<file path="src/rtl/ones_counter_pkg.sv">
// Shared types and next-count arithmetic for the serial ones counter.
// Build option: define ONES_COUNTER_SAT_EN to saturate instead of wrapping.
package ones_counter_pkg;

  localparam int unsigned CNT_W_DEF = 4;

  typedef logic [CNT_W_DEF-1:0] count_t;

  function automatic count_t next_count(count_t c, logic d);
    count_t n;
    n = c;
    if (d) begin
`ifdef ONES_COUNTER_SAT_EN
      if (c != '1) n = c + 1'b1;
`else
      n = c + 1'b1;
`endif
    end
    return n;
  endfunction

endpackage

</file>
<file path="src/rtl/ones_counter_if.sv">
// Serial data in / running count out bundle for the ones counter.
interface ones_counter_if #(
  parameter int unsigned WIDTH = 4
);
  logic             data;
  logic [WIDTH-1:0] count;

  modport master (output data, input count);
  modport slave  (input data, output count);
  modport mon    (input data, input count);
endinterface

</file>
<file path="src/rtl/ones_counter_dff.sv">
// WIDTH-bit D register with asynchronous active-low clear.
module ones_counter_dff #(
  parameter int unsigned WIDTH = 4
) (
  input  logic             clk,
  input  logic             reset,
  input  logic [WIDTH-1:0] d,
  output logic [WIDTH-1:0] q
);

  always_ff @(posedge clk or negedge reset) begin
    if (!reset) q <= '0;
    else        q <= d;
  end

endmodule

</file>
<file path="src/rtl/ones_counter.sv">
// Counts '1' bits sampled serially on data; registered count, async active-low reset.
// Build option: ONES_COUNTER_SAT_EN selects saturation at 2**WIDTH-1 instead of wrap.
module ones_counter
  import ones_counter_pkg::*;
#(
  parameter int unsigned WIDTH = CNT_W_DEF
) (
  input  logic           clk,
  input  logic           reset,
  ones_counter_if.slave  bus
);

  logic [WIDTH-1:0] cnt_q;
  logic [WIDTH-1:0] cnt_d;

  // The package helper is fixed at the default width; other widths use the inline form.
  generate
    if (WIDTH == CNT_W_DEF) begin : g_pkg_next
      always_comb begin
        cnt_d = next_count(cnt_q, bus.data);
      end
    end else begin : g_gen_next
      always_comb begin
        cnt_d = cnt_q;
        if (bus.data) begin
`ifdef ONES_COUNTER_SAT_EN
          if (cnt_q != '1) cnt_d = cnt_q + 1'b1;
`else
          cnt_d = cnt_q + 1'b1;
`endif
        end
      end
    end
  endgenerate

  ones_counter_dff #(
    .WIDTH (WIDTH)
  ) u_dff (
    .clk   (clk),
    .reset (reset),
    .d     (cnt_d),
    .q     (cnt_q)
  );

  assign bus.count = cnt_q;

  data_known_a : assert property (@(posedge clk) disable iff (!reset) !$isunknown(bus.data));

endmodule

</file>
<file path="src/flat_wrapper.sv">
// flat-port wrapper written by rule: the top's interface ports become plain ports
module ones_counter_flat import ones_counter_pkg::*;
#(
  parameter int unsigned WIDTH = CNT_W_DEF
)
  (clk, reset, bus_data, bus_count);
  ones_counter_if #(.WIDTH(WIDTH)) bus_i ();
  input  logic clk;
  input  logic reset;
  input wire logic [$bits(bus_i.data)-1:0] bus_data;
  output wire logic [$bits(bus_i.count)-1:0] bus_count;
  assign bus_i.data = bus_data;
  assign bus_count = bus_i.count;
  ones_counter #(.WIDTH(WIDTH)) u_core (.clk(clk), .reset(reset), .bus(bus_i));
endmodule
</file>
<file path="config.mk">
export PLATFORM = sky130hd
export DESIGN_NAME = ones_counter_flat
export DESIGN_NICKNAME = d
export VERILOG_FILES = /design/src/rtl/ones_counter_pkg.sv /design/src/rtl/ones_counter_if.sv /design/src/rtl/ones_counter_dff.sv /design/src/rtl/ones_counter.sv /design/src/flat_wrapper.sv
export SDC_FILE = /design/constraint.sdc
export NUM_CORES = 1
export LEC_CHECK = 0
export BUFFER_PORTS_ARGS = -buffer_cell sky130_fd_sc_hd__buf_2
export CORE_AREA = 2 2 39 41
export CTS_CLUSTER_SIZE = 28
export DETAILED_ROUTE_END_ITERATION = 16
export DIE_AREA = 0 0 41 43
export GPL_ROUTABILITY_DRIVEN = 0
export PLACE_DENSITY = 0.38
export SLEW_MARGIN = 20
export SYNTH_ARGS = -nofsm -noshare
export SYNTH_HDL_FRONTEND = slang
export SYNTH_SLANG_ARGS = --single-unit
</file>
<file path="constraint.sdc">
create_clock -name clk -period 1.8 [get_ports clk]
set_clock_uncertainty 0.15 [all_clocks]
set_input_delay 0.18 -clock clk [delete_from_list [all_inputs] [get_ports clk]]
set_output_delay 0.18 -clock clk [all_outputs]
set_load 0.005 [all_outputs]
</file>
* Word level (Yosys, flattened, before mapping) *
Cells that the tools add are included.
Widths: inputs -> output; s select.

storage, ports and cells
  input bits = 3
  bits in registers = 4
  logic and storage cells = 2

cells by class
  add/sub/neg operators = 1

operator list
  kind                 count
  $add 4x1->4 const B  1

* Longest topological paths before layout *
Gate-level depths: netlist of run 1.

  depth after elaboration = 1
  mapped depth = 3
  depth with buffers taken out = 3

* By module *
From an unflattened synthesis of run 1, not the netlist that was laid out.

unflattened totals
  cell total of the unflattened synthesis = 11
  area total of the unflattened synthesis = 160.2 um2

modules (own cells, without submodules)
  module            sequential area each (um2)  instances  area each (um2)  cells each
  ones_counter_dff  100.1                       1          100.1            4
  ones_counter      0.0                         1          60.1             7

* Worst setup path after synthesis of run 1 *
Ideal clock, no wire load.

  kind = register to register
  start point = register u_core.u_dff.q[0]
  end point = register u_core.u_dff.q[1]
  path buffers = 0
  stages on the path, launching flop included = 3
  clock period less this slack = 1.211 ns
  arrival = 0.937 ns
  data required time = 1.525 ns
  slack = 0.589 ns
  library setup time = 0.125 ns
  cell sequence = dfrtp_1 ha_1 mux2_2

on the way
  cells in the longest elaborated chain, start to end = 1

RTL lines
  element                 RTL line                text
  from (decl)             ones_counter_dff.sv:8   output logic [WIDTH-1:0] q
  from (signal assigned)  ones_counter_dff.sv:12  if (!reset) q <= '0;
  from (signal assigned)  ones_counter_dff.sv:13  else q <= d;
  $add 4x1->4             ones_counter_pkg.sv:16  n = c + 1'b1;

No other way between the ends.
A chain may end at the register's enable or synchronous reset.

* Worst setup path in the final report of run 1 *
Ends and elaborated chain as after synthesis.

==> run metrics, run 1 <==
status complete, no violations; Synth Register Bits 4; slew margin rel. 0.894; Fmax achieved 0.809 GHz; Initial DRC Count 0; Final Cell Area 243 um2; DP Cell Count 33; Overall Global Routing Usage 0.0522; Die Area 1760 um2; Largest register FFs 4; Peak VDD IR 166 uV; Remaining DRCs 0; Worst path max stage delay 0.41 ns; Largest regs u_core.u_dff.q: 4 flops; global route total overflow 0; most frequent cells in the layout 6 x buf_2, 4 x dfrtp_1, 3 x clkbuf_4; Final Cycle Share 0.686; nets 27; Area Growth Syn to Fin 51.6%; Startpoint Class register; first drt pass iteration count 1; top-area cell type share of the netlist area 0.625; WP buf/inv 0; areal power density over the cells 1760 nW/um2; number of diodes 0; Tightest Pin Transition 0.159 ns; sequential area share after synthesis 0.625; CP arrival 1.20 ns; Synth Cell Area 160 um2; top cell family by delay on the critical path flip-flops; Routed WL 339 um; maximum capacitance violations 0; Clock transition at path regs 0.04 ns; crit-path max FO 4; Post-DP HPWL 234 um; final setup TNS 0 ns; Syn Nets 15; Cell variety after synth 7; worst endpoint required time 1.76 ns; Clk Latency, worst-skew pair 0.23 ns; fill cell count 157; DIE HEIGHT 43 um; CTS tree done; Starting Density 0.116; initial antenna violation count 0; fin crit period 1.24 ns; RSZ-0062 raised after global routing no; Slew Viols, Final 0; Synth area leader dfrtp_1; CP Capture Type register; Syn. warnings 0; H-tree lvl count 1; largest reg by FF count u_core.u_dff.q; Critical Setup Path Class reg2reg; CP max-delay cell dfrtp_1; CTS sink count 4; Post-Syn Instances 11; clock buffer count from CTS 3; most common cell after layout, fill and taps aside buf_2; ordered list of cells on the worst path ha_1, mux2_2; dpl cell area 210 um2; DR WL/cell 9.16 um; Synth area leaders dfrtp_1 63%, xnor2_1 11%, ha_1 7.8%; core box area 1380 um2; Leak 0.112 nW; IO Count 7; Final setup violation count 0; vias per cell 3.16; Final Hold Fails 0; Rows 14; layout cells sized above 1 0.476; detailed-route via count 117; worst-case clock buffer depth 2; largest net degree at the start of global routing 5; vias in the first global route 119; average cell area after synthesis 14.6 um2; DRT antenna net count 0; DIE WIDTH 41 um; PortBufs 6; Hold WC Path Type in2reg; global-route wire length before repair 476 um; fin cells 37; CTS root buffer clkbuf_4
cell type report:
type | count | area, um2 | area share
Clock buffer | 3 | 22.5 | 0.0928
Multi-Input combinational cell | 7 | 60.1 | 0.247
Sequential cell | 4 | 100 | 0.412
Tap cell | 16 | 20.0 | 0.0825
Timing Repair Buffer | 7 | 40.0 | 0.165
stage by stage:
step           setup WS [ns]  hold WS, ns   util  power [mW]
3_5_place_dp           0.568       -0.160  0.152       0.316
3_3_place_gp           0.582       -0.163  0.152       0.311
6_report               0.564       0.0457  0.175       0.426
2_1_floorplan          0.589       -0.266      -       0.250
4_1_cts                0.560       0.0407  0.175       0.436
5_1_grt                0.524       0.0495  0.175       0.464
worst paths after layout:
kind / from / to / slack [ns] / cells after the start
setup / recovery: u_core.u_dff.q[0] / u_core.u_dff.q[1] / 0.56 / 2
hold / removal: bus_data / u_core.u_dff.q[0] / 0.05 / 2
setup reg to reg: u_core.u_dff.q[0] / u_core.u_dff.q[1] / 0.56 / 2
hold reg to reg: u_core.u_dff.q[3] / u_core.u_dff.q[3] / 0.32 / 1
max in group asynchronous: reset / u_core.u_dff.q[3] / 1.24 / 2
min in group asynchronous: reset / u_core.u_dff.q[1] / 0.13 / 2
cell usage after synthesis:
| cell | count |
|---|---|
| mux2_2 | 1 |
| dfrtp_1 | 4 |
| xnor2_1 | 2 |
| ha_1 | 1 |
| nand4_1 | 1 |
| nand2_1 | 1 |
| xor2_1 | 1 |
cell families (layout without fill, tap and decap cells):
group / Yosys count / after routing / share of synthesized area
XOR/XNOR: 3 / 3 / 0.164
multiplexers: 1 / 1 / 0.0703
AND/OR/NAND/NOR: 2 / 2 / 0.0625
flip-flops: 4 / 4 / 0.625
adder cells (fa/ha/maj): 1 / 1 / 0.0781
buffers and inverters: 0 / 10 / 0
per-layer routing:
| metal | share of wire | global-route usage |
|---|---|---|
| met4 | 0 | 0.0800 |
| met1 | 0.31 | 0.0354 |
| met3 | 0.11 | 0.0471 |
| met2 | 0.58 | 0.0625 |
| met5 | 0 | 0 |
where the power goes:
group	internal [mW]	total [mW]	switching, mW
clock	0.0745	0.110	0.0354
combinational	0.0800	0.128	0.0482
sequential	0.139	0.188	0.0497
worst register-to-register path, cell delays in order (launching register included):
cell and delay, ns:
dfrtp_1 0.41, ha_1 0.30, mux2_2 0.26
what timing repair did:
| action | 4_1_cts | 5_1_grt |
|---|---|---|
| resized for setup | 0 | 0 |
| hold buffers | 1 | 0 |
| buffers inserted | 0 | 0 |
| hold endpoints to repair | 4 | 0 |
Note: power is estimated with default switching activity, not from simulation.
==> inputs of run 2 (changes only) <==
ABC_AREA = 1   (was default)
PLACE_DENSITY = 0.4   (was 0.38)
clock period = 1 ns   (was 1.8 ns; I/O delays follow)
==> run 2 against run 1 <==
Effect of this change:
- the run now ends with setup timing left
- final cell count rose by 32%
- via count rose by 43%
- critical path type is now reg2out
- critical endpoint is now bus_count[0]
- combinational power rose to 3.6 times the previous value
- clock power rose by 82%
- register-to-register slack got worse by 0.63 ns
- hold slack got worse by 0.027 ns
- utilization rose by 5.4 points
==> run metrics, run 2 <==
status complete, but fails checks; failing checks setup timing; Initial DRC Count 2; r2r endpoint u_core.u_dff.q[2]; sequential area share after synthesis 0.563; global route total overflow 0; Total Power 0.972 mW; first drt pass iteration count 2; Routed WL 379 um; flop-to-flop setup slack -0.07 ns; layout cells sized above 1 0.424; Syn Nets 23; areal power density over the cells 3060 nW/um2; CP Capture Type primary output; Synth Cell Area 178 um2; hold depth 4; Final Hold Fails 0; clock buffer count from CTS 3; Die Area 1760 um2; FFs w/ async S/R, synth 1.00; Min-Delay Endpoint u_core.u_dff.q[2]; Largest register FFs 4; Leak 0.158 nW; Fmax achieved 0.903 GHz; post-layout util 0.230; Startpoint Class register; RSZ-0062 raised after global routing yes; CTS root buffer clkbuf_4; Most used DFF post-synth dfrtp_1; average cell area after synthesis 9.35 um2; Hold WC Path Type in2reg; global-route wire length before repair 641 um; nets 39; Clock transition at path regs 0.04 ns; Starting Density 0.128; Synth area leaders dfrtp_1 56%, xor2_1 9.9%, nand2_1 8.5%; Rows 14; hold path startpoint bus_data; Overall Global Routing Usage 0.0685; H-tree lvl count 1; CP arrival 0.86 ns; Largest regs u_core.u_dff.q: 4 flops; Clk Latency, worst-skew pair 0.23 ns; IO Count 7; Remaining DRCs 0; Area Growth Syn to Fin 78.9%; CTS sink count 4; Syn. warnings 0; fill cell count 152; R2R cell count 4; Critical Setup Path Class reg2out; worst r2r src u_core.u_dff.q[0]; crit-path max FO 3; setup ws final -0.108 ns; Post-Syn Instances 19; largest reg by FF count u_core.u_dff.q; final hold slack 0.0191 ns; DR WL/cell 7.73 um; initial antenna violation count 0; Tightest Pin Transition 0.151 ns; Final setup violation count 7; CTS tree done; Synth Register Bits 4; Post-DP HPWL 242 um; most frequent cells in the layout 4 x buf_2, 4 x buf_6, 4 x dfrtp_1; synth cell count leaders 4 x dfrtp_1, 4 x nand2_1, 3 x inv_1, 3 x nor2_1, 2 x xor2_1; pre-CTS setup slack -0.0583 ns; Post-synth EDFFs 0; number of diodes 0; DRT antenna net count 0; fin crit period 1.11 ns; worst-case clock buffer depth 2; largest net degree at the start of global routing 5; vias in the first global route 169; vias per cell 3.41; Synth area leader dfrtp_1; detailed-route via count 167; top-area cell type share of the netlist area 0.563; PortBufs 6; DIE WIDTH 41 um; Cell variety after synth 8; DIE HEIGHT 43 um; Final Cycle Share 1.11; worst endpoint required time 0.75 ns; maximum capacitance violations 0; Slew Viols, Final 0; core box area 1380 um2; slew margin rel. 0.899; Peak VDD IR 1250 uV
==> run 2: kinds of logic after synthesis <==
group / count (synthesis) / synth area share
AOI/OAI and AO/OA: 1 / 0.0281
xor gates and xnor gates: 2 / 0.0986
adders and majority gates: 1 / 0.0704
buffers and inverters: 3 / 0.0634
DFF: 4 / 0.563
and+or+nand+nor: 8 / 0.176
==> run 2: timing repair <==
action	4_1_cts	5_1_grt
pin swaps	2	0
gates resized for setup	4	1
buffers inserted	1	0
endpoints found under the setup margin	7	8
hold buffers	2	0
cloned	0	0
endpoints found under the hold margin	6	0
==> run 2: worst max path at each step <==
stage                            from                end  slack, ns  cells past startpoint
floorplan           u_core.u_dff.q[0]  u_core.u_dff.q[2]      -0.08                      4
global placement    u_core.u_dff.q[0]  u_core.u_dff.q[2]      -0.04                      4
detailed placement  u_core.u_dff.q[0]  u_core.u_dff.q[2]      -0.06                      4
CTS                 u_core.u_dff.q[0]       bus_count[0]      -0.11                      2
global route        u_core.u_dff.q[0]       bus_count[0]      -0.15                      2
finish              u_core.u_dff.q[0]       bus_count[0]      -0.11                      2
==> run 2: layer usage <==
layer	vias up	GRT usage	part of all wire
met3	2	0.0942	0.18
met5	-	0	0
met1	67	0.0617	0.42
met2	10	0.0688	0.36
li1	88	-	-
met4	0	0.0600	0.026
==> run 2: where the power goes <==
group          internal, mW  switching, mW  total [mW]
logic                 0.283          0.177       0.460
clock network         0.134         0.0663       0.200
registers             0.248         0.0634       0.311
total                 0.665          0.306       0.972
==> run 2: layout make-up <==
cell class	count	area (um2)	area share
tap	16	20.0	0.0630
inverter	3	11.3	0.0354
clock buffer	3	22.5	0.0709
sequential	4	100	0.315
timing repair buffer	11	92.6	0.291
multi-input combinational	12	71.3	0.224
==> run 2: metrics by stage <==
| step | TNS (ns) | instances | instance area (um2) |
|---|---|---|---|
| 2_1_floorplan | -0.123 | 19 | 180 |
| 3_3_place_gp | -0.0609 | 43 | 245 |
| 3_5_place_dp | -0.109 | 43 | 245 |
| 4_1_cts | -0.434 | 49 | 315 |
| 5_1_grt | -0.740 | 49 | 318 |
| 6_report | -0.405 | 49 | 318 |
==> run 2: critical path, cell delays in order, from the launching register on <==
cell and delay [ns]:
dfrtp_1 0.39, buf_6 0.13, buf_6 0.10
==> inputs of run 3 (changes only) <==
MAX_ROUTING_LAYER = met4   (was default)
==> run 3 against run 2 <==
Effect of this change:
- sequential power is essentially flat
- setup slack gained 0.0033 ns
- combinational power is essentially flat
- the flow still finishes with violations (setup timing)
- die area is the same
- fmax grew 0.30%
- clock-buffer cell count is the same
- hold slack gained 0.0046 ns
- first-iteration DRC count shrank 50%
- critical path type unchanged
==> run metrics, run 3 (synthesis gave the netlist of run 2 again) <==
nets 39; CTS sink count 4; CP arrival 0.85 ns; largest reg by FF count u_core.u_dff.q; CP Capture Type primary output; Post-DP HPWL 242 um; Critical Setup Path Class reg2out; first drt pass iteration count 2; failing checks setup timing; DRT antenna net count 0; vias in the first global route 165; Hold WC Path Type in2reg; FF+latch area 100 um2; vias per cell 3.37; Min-Delay Endpoint u_core.u_dff.q[2]; Remaining DRCs 0; Fmax achieved 0.906 GHz; CTS tree done; DIE WIDTH 41 um; Multi-input gate area 71.3 um2; Final Hold Fails 0; hold path startpoint bus_data; H-tree lvl count 1; most frequent cells in the layout 4 x buf_2, 4 x buf_6, 4 x dfrtp_1; r2r endpoint u_core.u_dff.q[2]; global route total overflow 0; R2R cell count 4; met2 wire len 141 um; PortBufs 6; metal1 wirelength 165 um; RSZ-0062 raised after global routing yes; pre-CTS setup slack -0.0583 ns; WL met3 68 um; Starting Density 0.128; clock buffer count from CTS 3; Leak 0.158 nW; Final Cell Area 318 um2; Slew Viols, Final 0; worst-case clock buffer depth 2; final setup TNS -0.395 ns; DR WL/cell 7.65 um; hold depth 4; maximum capacitance violations 0; number of diodes 0; Startpoint Class register; Final Cycle Share 1.10; Initial DRC Count 1; layout cells sized above 1 0.424; IO Count 7; Clk Latency, worst-skew pair 0.24 ns; Routed WL 375 um; Top Layer Used met3; status complete, but fails checks; Largest regs u_core.u_dff.q: 4 flops; Clock transition at path regs 0.04 ns; Final setup violation count 7; worst r2r src u_core.u_dff.q[0]; Overall Global Routing Usage 0.0702; detailed-route via count 165; slew margin rel. 0.899; worst endpoint required time 0.75 ns; final hold slack 0.0237 ns; Tightest Pin Transition 0.151 ns; global-route wire length before repair 641 um; setup ws final -0.104 ns; largest net degree at the start of global routing 5; fill cell count 152; core box area 1380 um2; initial antenna violation count 0; Rows 14; Area Growth Syn to Fin 78.9%; CTS root buffer clkbuf_4; areal power density over the cells 3050 nW/um2; Total Power 0.968 mW; dpl cell area 245 um2; Peak VDD IR 1260 uV; Largest register FFs 4; flop-to-flop setup slack -0.07 ns; fin crit period 1.10 ns; Die Area 1760 um2; DIE HEIGHT 43 um; crit-path max FO 3
## run 3: how the worst max path moves through the flow
stage,slack (ns),from,cells after the start,to
global route,-0.15,u_core.u_dff.q[0],2,bus_count[0]
floorplan,-0.08,u_core.u_dff.q[0],4,u_core.u_dff.q[2]
CTS,-0.11,u_core.u_dff.q[0],2,bus_count[0]
detailed placement,-0.06,u_core.u_dff.q[0],4,u_core.u_dff.q[2]
finish,-0.10,u_core.u_dff.q[0],2,bus_count[0]
global placement,-0.04,u_core.u_dff.q[0],4,u_core.u_dff.q[2]
## run 3: area by class of cell
type,instances,share of cell area
clock buffer,3,0.0709
inverter,3,0.0354
multi-input combinational,12,0.224
sequential,4,0.315
tap,16,0.0630
timing repair buffer,11,0.291
## run 3: where the power goes
group / internal (mW) / switching [mW] / total, mW
Clock: 0.134 / 0.0635 / 0.197
Combinational: 0.283 / 0.177 / 0.460
Sequential: 0.248 / 0.0632 / 0.311
## run 3: what timing repair did
action	in CTS	in global routing
pin swaps	2	0
buffers inserted	1	0
hold buffers	2	0
endpoints found under the setup margin	7	8
resized for setup	4	1
endpoints found under the hold margin	6	0
## run 3: per-stage QoR
step | std cells | utilization
4_1_cts | 49 | 0.228
3_5_place_dp | 43 | 0.177
3_3_place_gp | 43 | 0.177
5_1_grt | 49 | 0.230
2_1_floorplan | 19 | -
6_report | 49 | 0.230
## run 3: critical path, cell delays in order (launching register included)
cell and delay [ns]:
dfrtp_1 0.39, buf_6 0.13, buf_6 0.10
## run 3: per-layer routing
layer  up-vias  track usage
met3         0       0.0942
met1        67       0.0617
met5         -            -
met2        10       0.0688
met4         0       0.0600
li1         88            -
